$ cat src/rtl/tcp_rx_ctrl_if.sv
// Nibble-stream receive interface from the IP layer into the TCP sequencer.
// Latency: n/a (wires only).
// Backpressure: none; the producer qualifies nibbles with valid and may insert gaps freely.
interface tcp_rx_ctrl_if;
  logic        valid;
  logic [3:0]  din;
  logic        last;
  logic [15:0] seed;

  modport master (output valid, output din, output last, output seed);
  modport slave  (input  valid, input  din, input  last, input  seed);
endinterface

$ cat src/rtl/tcp_rx_ctrl.sv
// TCP receive sequencer: walks a nibble stream through header/options/payload, checksums it, reports pass/drop.
// Latency: hdr_valid/pl_valid one cycle after the completing nibble; done one cycle after the last nibble.
// Backpressure: none; valid-only stream, and cycles with valid low freeze every register.
module tcp_rx_ctrl #(
  parameter logic [15:0] LOCAL_PORT    = 16'd80,
  parameter int          MAX_OPT_BYTES = 40
) (
  input  logic         clk,
  input  logic         rst_n,
  tcp_rx_ctrl_if.slave rx,
  output logic [15:0]  src_port,
  output logic [15:0]  dst_port,
  output logic [31:0]  seq_num,
  output logic [31:0]  ack_num,
  output logic [8:0]   flags,
  output logic [15:0]  window,
  output logic         hdr_valid,
  output logic [7:0]   pl_data,
  output logic         pl_valid,
  output logic         done,
  output logic         csum_ok,
  output logic         drop,
  output logic [1:0]   err
);
  localparam int OPT_W = $clog2(MAX_OPT_BYTES + 1);

  typedef enum logic [2:0] {IDLE, HDR, OPT, PAYLOAD, SKIP} state_t;
  state_t state, state_nxt;

  logic             phase;      // 1 = next nibble completes a byte
  logic [3:0]       lo_nib;
  logic [7:0]       hi_byte;    // even-indexed byte awaiting its odd partner
  logic [15:0]      byte_cnt;   // completed bytes in this segment
  logic [15:0]      acc;        // folded ones-complement running sum
  logic [3:0]       offset;
  logic [OPT_W-1:0] opt_rem;
  logic             err2_flag;

  logic [7:0]  cur_byte;
  logic        byte_fire, at_hdr_end, hdr_fire, err2_now, pl_fire, seg_end, short_seg;
  logic [15:0] acc_base, acc_pair, fin_sum;
  logic [1:0]  err_now;

  // 16-bit add with the carry out of bit 15 wrapped back into bit 0.
  function automatic logic [15:0] oc_add(input logic [15:0] a, input logic [15:0] b);
    logic [16:0] s;
    s = {1'b0, a} + {1'b0, b};
    return s[15:0] + {15'd0, s[16]};
  endfunction

  // Per-nibble decode: byte completion, header boundary events and end-of-segment status.
  always_comb begin
    cur_byte   = {rx.din, lo_nib};
    byte_fire  = rx.valid && phase;
    at_hdr_end = byte_fire && (state == HDR) && (byte_cnt == 16'd19);
    hdr_fire   = (at_hdr_end && (offset == 4'd5)) ||
                 (byte_fire && (state == OPT) && (opt_rem == OPT_W'(1)));
    err2_now   = at_hdr_end && (offset < 4'd5);
    pl_fire    = byte_fire && (state == PAYLOAD) && (dst_port == LOCAL_PORT);
    seg_end    = rx.valid && rx.last;
    // The first nibble of a segment sees the seed, since acc is loaded only as it is consumed.
    acc_base   = (state == IDLE) ? rx.seed : acc;
    acc_pair   = oc_add(acc_base, {hi_byte, cur_byte});
    fin_sum    = acc_base;
    if (byte_fire)
      fin_sum = byte_cnt[0] ? acc_pair : oc_add(acc_base, {cur_byte, 8'h00});
    else if (byte_cnt[0])
      fin_sum = oc_add(acc_base, {hi_byte, 8'h00});
    short_seg  = ((state == HDR) && !(at_hdr_end && (offset <= 4'd5))) ||
                 ((state == OPT) && !hdr_fire);
    err_now    = 2'd0;
    if (!phase)                      err_now = 2'd3;
    else if (short_seg)              err_now = 2'd1;
    else if (err2_flag || err2_now)  err_now = 2'd2;
  end

  // Next-state logic: last always returns to IDLE, otherwise advance at phase boundaries.
  always_comb begin
    state_nxt = state;
    if (seg_end) begin
      state_nxt = IDLE;
    end else if (rx.valid) begin
      case (state)
        IDLE: state_nxt = HDR;
        HDR: begin
          if (at_hdr_end) begin
            if (offset < 4'd5)      state_nxt = SKIP;
            else if (offset > 4'd5) state_nxt = OPT;
            else                    state_nxt = PAYLOAD;
          end
        end
        OPT:     if (hdr_fire) state_nxt = PAYLOAD;
        default: state_nxt = state;
      endcase
    end
  end

  // State register.
  always_ff @(posedge clk or negedge rst_n) begin
    if (!rst_n) state <= IDLE;
    else        state <= state_nxt;
  end

  // Nibble assembly, byte counting, checksum accumulation and option countdown.
  always_ff @(posedge clk or negedge rst_n) begin
    if (!rst_n) begin
      phase     <= 1'b0;
      lo_nib    <= 4'd0;
      hi_byte   <= 8'd0;
      byte_cnt  <= 16'd0;
      acc       <= 16'd0;
      opt_rem   <= '0;
      err2_flag <= 1'b0;
    end else if (rx.valid) begin
      if (rx.last) begin
        phase     <= 1'b0;
        byte_cnt  <= 16'd0;
        err2_flag <= 1'b0;
      end else begin
        phase <= ~phase;
        if (!phase) lo_nib <= rx.din;
        if (state == IDLE) begin
          byte_cnt <= 16'd0;
          acc      <= rx.seed;
        end
        if (byte_fire) begin
          byte_cnt <= byte_cnt + 16'd1;
          if (byte_cnt[0]) acc     <= acc_pair;
          else             hi_byte <= cur_byte;
        end
        if (at_hdr_end)
          opt_rem <= OPT_W'({2'b00, offset, 2'b00} - 8'd20);
        else if (byte_fire && (state == OPT))
          opt_rem <= opt_rem - OPT_W'(1);
        if (err2_now) err2_flag <= 1'b1;
      end
    end
  end

  // Header bytes land directly in the field outputs, which persist until the next header rewrites them.
  always_ff @(posedge clk or negedge rst_n) begin
    if (!rst_n) begin
      src_port <= 16'd0;
      dst_port <= 16'd0;
      seq_num  <= 32'd0;
      ack_num  <= 32'd0;
      flags    <= 9'd0;
      window   <= 16'd0;
      offset   <= 4'd0;
    end else if (byte_fire && (state == HDR)) begin
      case (byte_cnt)
        16'd0:   src_port[15:8] <= cur_byte;
        16'd1:   src_port[7:0]  <= cur_byte;
        16'd2:   dst_port[15:8] <= cur_byte;
        16'd3:   dst_port[7:0]  <= cur_byte;
        16'd4:   seq_num[31:24] <= cur_byte;
        16'd5:   seq_num[23:16] <= cur_byte;
        16'd6:   seq_num[15:8]  <= cur_byte;
        16'd7:   seq_num[7:0]   <= cur_byte;
        16'd8:   ack_num[31:24] <= cur_byte;
        16'd9:   ack_num[23:16] <= cur_byte;
        16'd10:  ack_num[15:8]  <= cur_byte;
        16'd11:  ack_num[7:0]   <= cur_byte;
        16'd12: begin
          offset   <= cur_byte[7:4];
          flags[8] <= cur_byte[0];
        end
        16'd13:  flags[7:0]     <= cur_byte;
        16'd14:  window[15:8]   <= cur_byte;
        16'd15:  window[7:0]    <= cur_byte;
        default: ;
      endcase
    end
  end

  // Registered event outputs: header strobe, payload bytes and the end-of-segment verdict.
  always_ff @(posedge clk or negedge rst_n) begin
    if (!rst_n) begin
      hdr_valid <= 1'b0;
      pl_valid  <= 1'b0;
      pl_data   <= 8'd0;
      done      <= 1'b0;
      csum_ok   <= 1'b0;
      drop      <= 1'b0;
      err       <= 2'd0;
    end else begin
      hdr_valid <= hdr_fire;
      pl_valid  <= pl_fire;
      if (pl_fire) pl_data <= cur_byte;
      done <= seg_end;
      if (seg_end) begin
        csum_ok <= (fin_sum == 16'hFFFF);
        drop    <= (dst_port != LOCAL_PORT) || (err_now != 2'd0) || (fin_sum != 16'hFFFF);
        err     <= err_now;
      end else begin
        csum_ok <= 1'b0;
        drop    <= 1'b0;
        err     <= 2'd0;
      end
    end
  end
endmodule

$ cat src/flat_wrapper.sv
// flat-port wrapper written by rule: the top's interface ports become plain ports
module tcp_rx_ctrl_flat 
#(
  parameter logic [15:0] LOCAL_PORT    = 16'd80,
  parameter int          MAX_OPT_BYTES = 40
)
  (clk, rst_n, src_port, dst_port, seq_num, ack_num, flags, window, hdr_valid, pl_data, pl_valid, done, csum_ok, drop, err, rx_valid, rx_din, rx_last, rx_seed);
  tcp_rx_ctrl_if rx_i ();
  input  logic clk;
  input  logic rst_n;
  output logic [15:0] src_port;
  output logic [15:0] dst_port;
  output logic [31:0] seq_num;
  output logic [31:0] ack_num;
  output logic [8:0] flags;
  output logic [15:0] window;
  output logic hdr_valid;
  output logic [7:0] pl_data;
  output logic pl_valid;
  output logic done;
  output logic csum_ok;
  output logic drop;
  output logic [1:0] err;
  input wire logic [$bits(rx_i.valid)-1:0] rx_valid;
  input wire logic [$bits(rx_i.din)-1:0] rx_din;
  input wire logic [$bits(rx_i.last)-1:0] rx_last;
  input wire logic [$bits(rx_i.seed)-1:0] rx_seed;
  assign rx_i.valid = rx_valid;
  assign rx_i.din = rx_din;
  assign rx_i.last = rx_last;
  assign rx_i.seed = rx_seed;
  tcp_rx_ctrl #(.LOCAL_PORT(LOCAL_PORT), .MAX_OPT_BYTES(MAX_OPT_BYTES)) u_core (.clk(clk), .rst_n(rst_n), .rx(rx_i), .src_port(src_port), .dst_port(dst_port), .seq_num(seq_num), .ack_num(ack_num), .flags(flags), .window(window), .hdr_valid(hdr_valid), .pl_data(pl_data), .pl_valid(pl_valid), .done(done), .csum_ok(csum_ok), .drop(drop), .err(err));
endmodule
$ cat config.mk
export PLATFORM = sky130hd
export DESIGN_NAME = tcp_rx_ctrl_flat
export DESIGN_NICKNAME = d
export VERILOG_FILES = /design/src/rtl/tcp_rx_ctrl_if.sv /design/src/rtl/tcp_rx_ctrl.sv /design/src/flat_wrapper.sv
export SDC_FILE = /design/constraint.sdc
export NUM_CORES = 1
export LEC_CHECK = 0
export ABC_AREA = 1
export CAP_MARGIN = 20
export CORE_MARGIN = 3
export CORE_UTILIZATION = 60
export CTS_CLUSTER_SIZE = 40
export DETAILED_ROUTE_END_ITERATION = 7
export PLACE_DENSITY_LB_ADDON = 0.05
export SLEW_MARGIN = 10
export SYNTH_ARGS = -nofsm -noshare
export SYNTH_HDL_FRONTEND = slang
export SYNTH_SLANG_ARGS = --single-unit
export TNS_END_PERCENT = 30
$ cat constraint.sdc
create_clock -name clk -period 7.6 [get_ports clk]
set_input_delay 1.52 -clock clk [delete_from_list [all_inputs] [get_ports clk]]
set_output_delay 1.52 -clock clk [all_outputs]
set_load 0.02 [all_outputs]
==> key figures <==
Floorplan
  • Die X: 143 um
  • Initial Util: 0.617
  • # rows: 49
  • CORE AREA: 18200 sq um
  • Die Height: 143 um
  • Die ar.: 20400 sq um
  • IO Pins: 160

Critical path
  • R2R Path End: u_core.drop$_DFF_PN0_
  • Crit Path Category: in2reg
  • Largest fanout on the critical path: 9
  • Critical Path End: u_core.drop$_DFF_PN0_
  • CP arrival: 5.96 ns
  • R2R setup slack: 2.42 ns
  • Slowest CP cell: o21ai_0
  • CP Launch Type: input pin
  • Critical Path RT: 7.94 ns
  • FF-to-FF path depth: 29
  • Reg-to-reg startpoint: u_core.state[0]$_DFFE_PN0P_
  • Crit-path max cell delay: 0.70 ns
  • Worst setup EP type: flop
  • Start point of the critical path: rx_seed[8]
  • CP dominant cell by count: nand2_1

Global routing
  • Vias in the first global route: ~11000
  • Largest net degree at the start of global routing: 96
  • Remaining Overflow, GRT: 0
  • Overall Global Routing Usage: 0.355
  • First-pass GRT wire length: 56.5 mm
  • Antenna violations before repair: 0

CTS
  • Setup bufs post-CTS: 0
  • Clock tree buffer depth: 2
  • Root Buffer: clkbuf_16
  • CTS Hold Bufs: 0
  • CTS H-tree depth: 4
  • Worst-Skew Late Latency: ~0.45 ns
  • Total CTS buffers: 17
  • Post-CTS resize count: 0
  • Clock tree sinks: just under 200
  • Clock transition at path regs: 0.08 ns
  • CTS tree: done

Timing
  • Fin. max-slew vios: 0
  • Worst Tran Pin Value: approximately 1.0 ns
  • TNS Setup: 0 ns
  • Fin crit period: 5.61 ns
  • Clock skew: 0.0165 ns
  • Max-slew headroom: 0.320
  • Crit share post-route: 0.739
  • Fmax: 178 MHz
  • Final Hold Fails: 0
  • Endpoints failing setup: 0
  • RSZ-0062 raised after global routing: no

Finish
  • Storage cell area: 4880 sq um
  • Diode count: 0
  • Nets: around 1700
  • Share of layout cells above drive strength 1: 0.0626
  • Multi-input logic area: 5530 sq um
  • Syn-to-layout area delta: 21.3%
  • Fillers: 1370
  • Fin area: 13600 sq um

Synthesis
  • Register area share after synthesis: 0.434
  • Post-synth EDFFs: 0
  • Synth Register Bits: 195
  • Syn Nets: 1558
  • Post-Synthesis Cells: 1489
  • Top_reg_cell synth: dfrtp_1
  • Top post-synthesis cells by area: dfrtp_1, nand2_1, o21ai_0
  • Post-synthesis cell type count: 45
  • Syn avg cell area: 7.55 sq um
  • Synthesized area: 11200 sq um
  • Ys Warns: 0
  • Asr flop ratio synth: 1.00
  • Post-synth top area share: 0.434
  • Cell taking the most area after synthesis: dfrtp_1

Pwr
  • Comb power frac: 0.479
  • Tot Pwr: roughly 4300 uW
  • Power Internal: 2310 uW
  • Switching share of power: 0.459
  • PD cells: approximately 310 nW/um^2
  • Net Sw Power: 1960 uW
  • Max VDD drop: roughly 200 uV
  • Pleak: 0.00649 uW
  • Seq pwr share: 0.294
  • Clock network power share: 0.228

Detailed routing
  • Routed len/inst: 18.9 um
  • Post-route DRC: 0
  • Via Count: 11000
  • Total Wirelength: 35.5 mm
  • Iteration-0 DRC Markers: 946
  • Via/cell ratio: about 5.8
  • Post-route ant nets: 0
  • First-pass DRT Iterations: 8

Placement
  • DP Area: 13000 sq um
  • Port bufs: between 150 and 200
  • Gp weighted congestion: 0.937
  • DP HPWL: 25.1 mm

Run status
  • Status: completed

Flow run
  • Total of max-cap violations: 0

Min path
  • HP Class: reg2reg
[kinds of logic after synthesis]
kind of cell | after synthesis | synth area share
xor gates and xnor gates | 21 | 0.0164
buffers and inverters | 212 | 0.0739
and+or+nand+nor | 747 | 0.298
DFF | 195 | 0.434
adders and majority gates | 45 | 0.0521
AOI/OAI and AO/OA | 269 | 0.126
[metal layers]
metal	up-vias	routed length, um	share of wire	GRT usage
li1	5148	-	-	-
met1	5177	13900	0.39	0.445
met2	545	16500	0.46	0.568
met3	97	3550	0.10	0.107
met4	0	1600	0.045	0.160
met5	-	0	0	0
[worst max-delay path, delay by kind of cell]
kind / cells / cell delay, ns
adders and majority gates: 3 / 0.83
AOI/OAI and AO/OA: 3 / 1.05
and+or+nand+nor: 18 / 1.92
buffers and inverters: 5 / 0.65
[state kept, by name (all words and copies together), names as in the netlist]
register	count
u_core.flags	9
u_core.hi_byte	8
u_core.state	3
u_core.seq_num	32
u_core.csum_ok	1
u_core.src_port	16
u_core.phase	1
u_core.err2_flag	1
u_core.err	2
u_core.hdr_valid	1
u_core.drop	1
u_core.dst_port	16
u_core.pl_valid	1
u_core.ack_num	32
u_core.offset	4
u_core.byte_cnt	16
u_core.done	1
u_core.opt_rem	6
u_core.window	16
u_core.acc	16
u_core.pl_data	8
u_core.lo_nib	4
[Yosys cell counts (4+ instances only)]
| library cell | number |
|---|---|
| nand3_1 | 105 |
| xor2_1 | 17 |
| clkbuf_1 | 33 |
| ha_1 | 42 |
| a21oi_1 | 48 |
| o21ai_0 | 192 |
| o21ai_1 | 6 |
| nor3_1 | 32 |
| clkinv_1 | 4 |
| nand3_2 | 8 |
| nand4_1 | 24 |
| nor4_1 | 8 |
| inv_1 | 157 |
| xnor2_1 | 4 |
| nand2_1 | 433 |
| nand3b_1 | 7 |
| inv_2 | 7 |
| nand2_4 | 12 |
| nand2_2 | 10 |
| nor2_2 | 11 |
| nor2_1 | 86 |
| o22ai_1 | 5 |
| buf_2 | 5 |
| dfrtp_1 | 195 |
| nor2_4 | 4 |
[metrics by stage]
step / utilization / hold WS (ns) / setup WS, ns / cells
floorplan: - / 0.450 / 2.84 / 1489
global route: 0.749 / 0.509 / 1.46 / 1875
global placement: 0.713 / 0.465 / 1.53 / 1841
finish: 0.749 / 0.486 / 1.99 / 1875
CTS: 0.748 / 0.487 / 2.10 / 1874
detailed placement: 0.713 / 0.466 / 1.69 / 1842
[worst min-delay path by stage]
stage / endpoint / startpoint / cells past startpoint
after floorplan: u_core.acc[4]$_DFFE_PN0P_ / u_core.acc[4]$_DFFE_PN0P_ / 2
after global placement: u_core.ack_num[18]$_DFFE_PN0P_ / u_core.ack_num[18]$_DFFE_PN0P_ / 2
after detailed placement: u_core.acc[2]$_DFFE_PN0P_ / u_core.acc[2]$_DFFE_PN0P_ / 2
after CTS: u_core.acc[2]$_DFFE_PN0P_ / u_core.acc[2]$_DFFE_PN0P_ / 2
after global routing: u_core.acc[2]$_DFFE_PN0P_ / u_core.acc[2]$_DFFE_PN0P_ / 2
final: u_core.window[9]$_DFFE_PN0P_ / u_core.window[9]$_DFFE_PN0P_ / 2
[power groups by stage]
stage | Combinational [uW] | Sequential [uW] | Clock, uW
after floorplan | 1300 | 1320 | 0
after global placement | 1970 | 1260 | 0
after detailed placement | 1990 | 1260 | 0
after CTS | 2010 | 1250 | 977
after global routing | 2260 | 1270 | 1010
final | 2040 | 1250 | 973
[placed cells by master (no fill, tap or decap), drive strengths merged, types with 5 or more instances in the layout]
cell type / synthesis / routed
buf: 10 / 9
nand4: 24 / 24
inv: 165 / 172
nor2: 102 / 102
clkinv: 4 / 9
nand3b: 7 / 7
nor4: 8 / 8
nand2: 455 / 455
ha: 42 / 42
a21oi: 52 / 52
xor2: 17 / 17
o22ai: 5 / 5
nand3: 113 / 113
nor3: 34 / 34
clkdlybuf4s50: 0 / 158
dfrtp: 195 / 195
o21ai: 198 / 198
clkbuf: 33 / 18
[cell type report]
| type | instances | area share |
|---|---|---|
| repair buffers | 168 | 0.122 |
| flip-flops and latches | 195 | 0.358 |
| inverters | 169 | 0.0467 |
| clock inverters | 15 | 0.0155 |
| clock buffers | 17 | 0.0312 |
| well taps | 229 | 0.0210 |
| multi-input cells | 1082 | 0.406 |
Note: power is estimated with default switching activity, not from simulation.
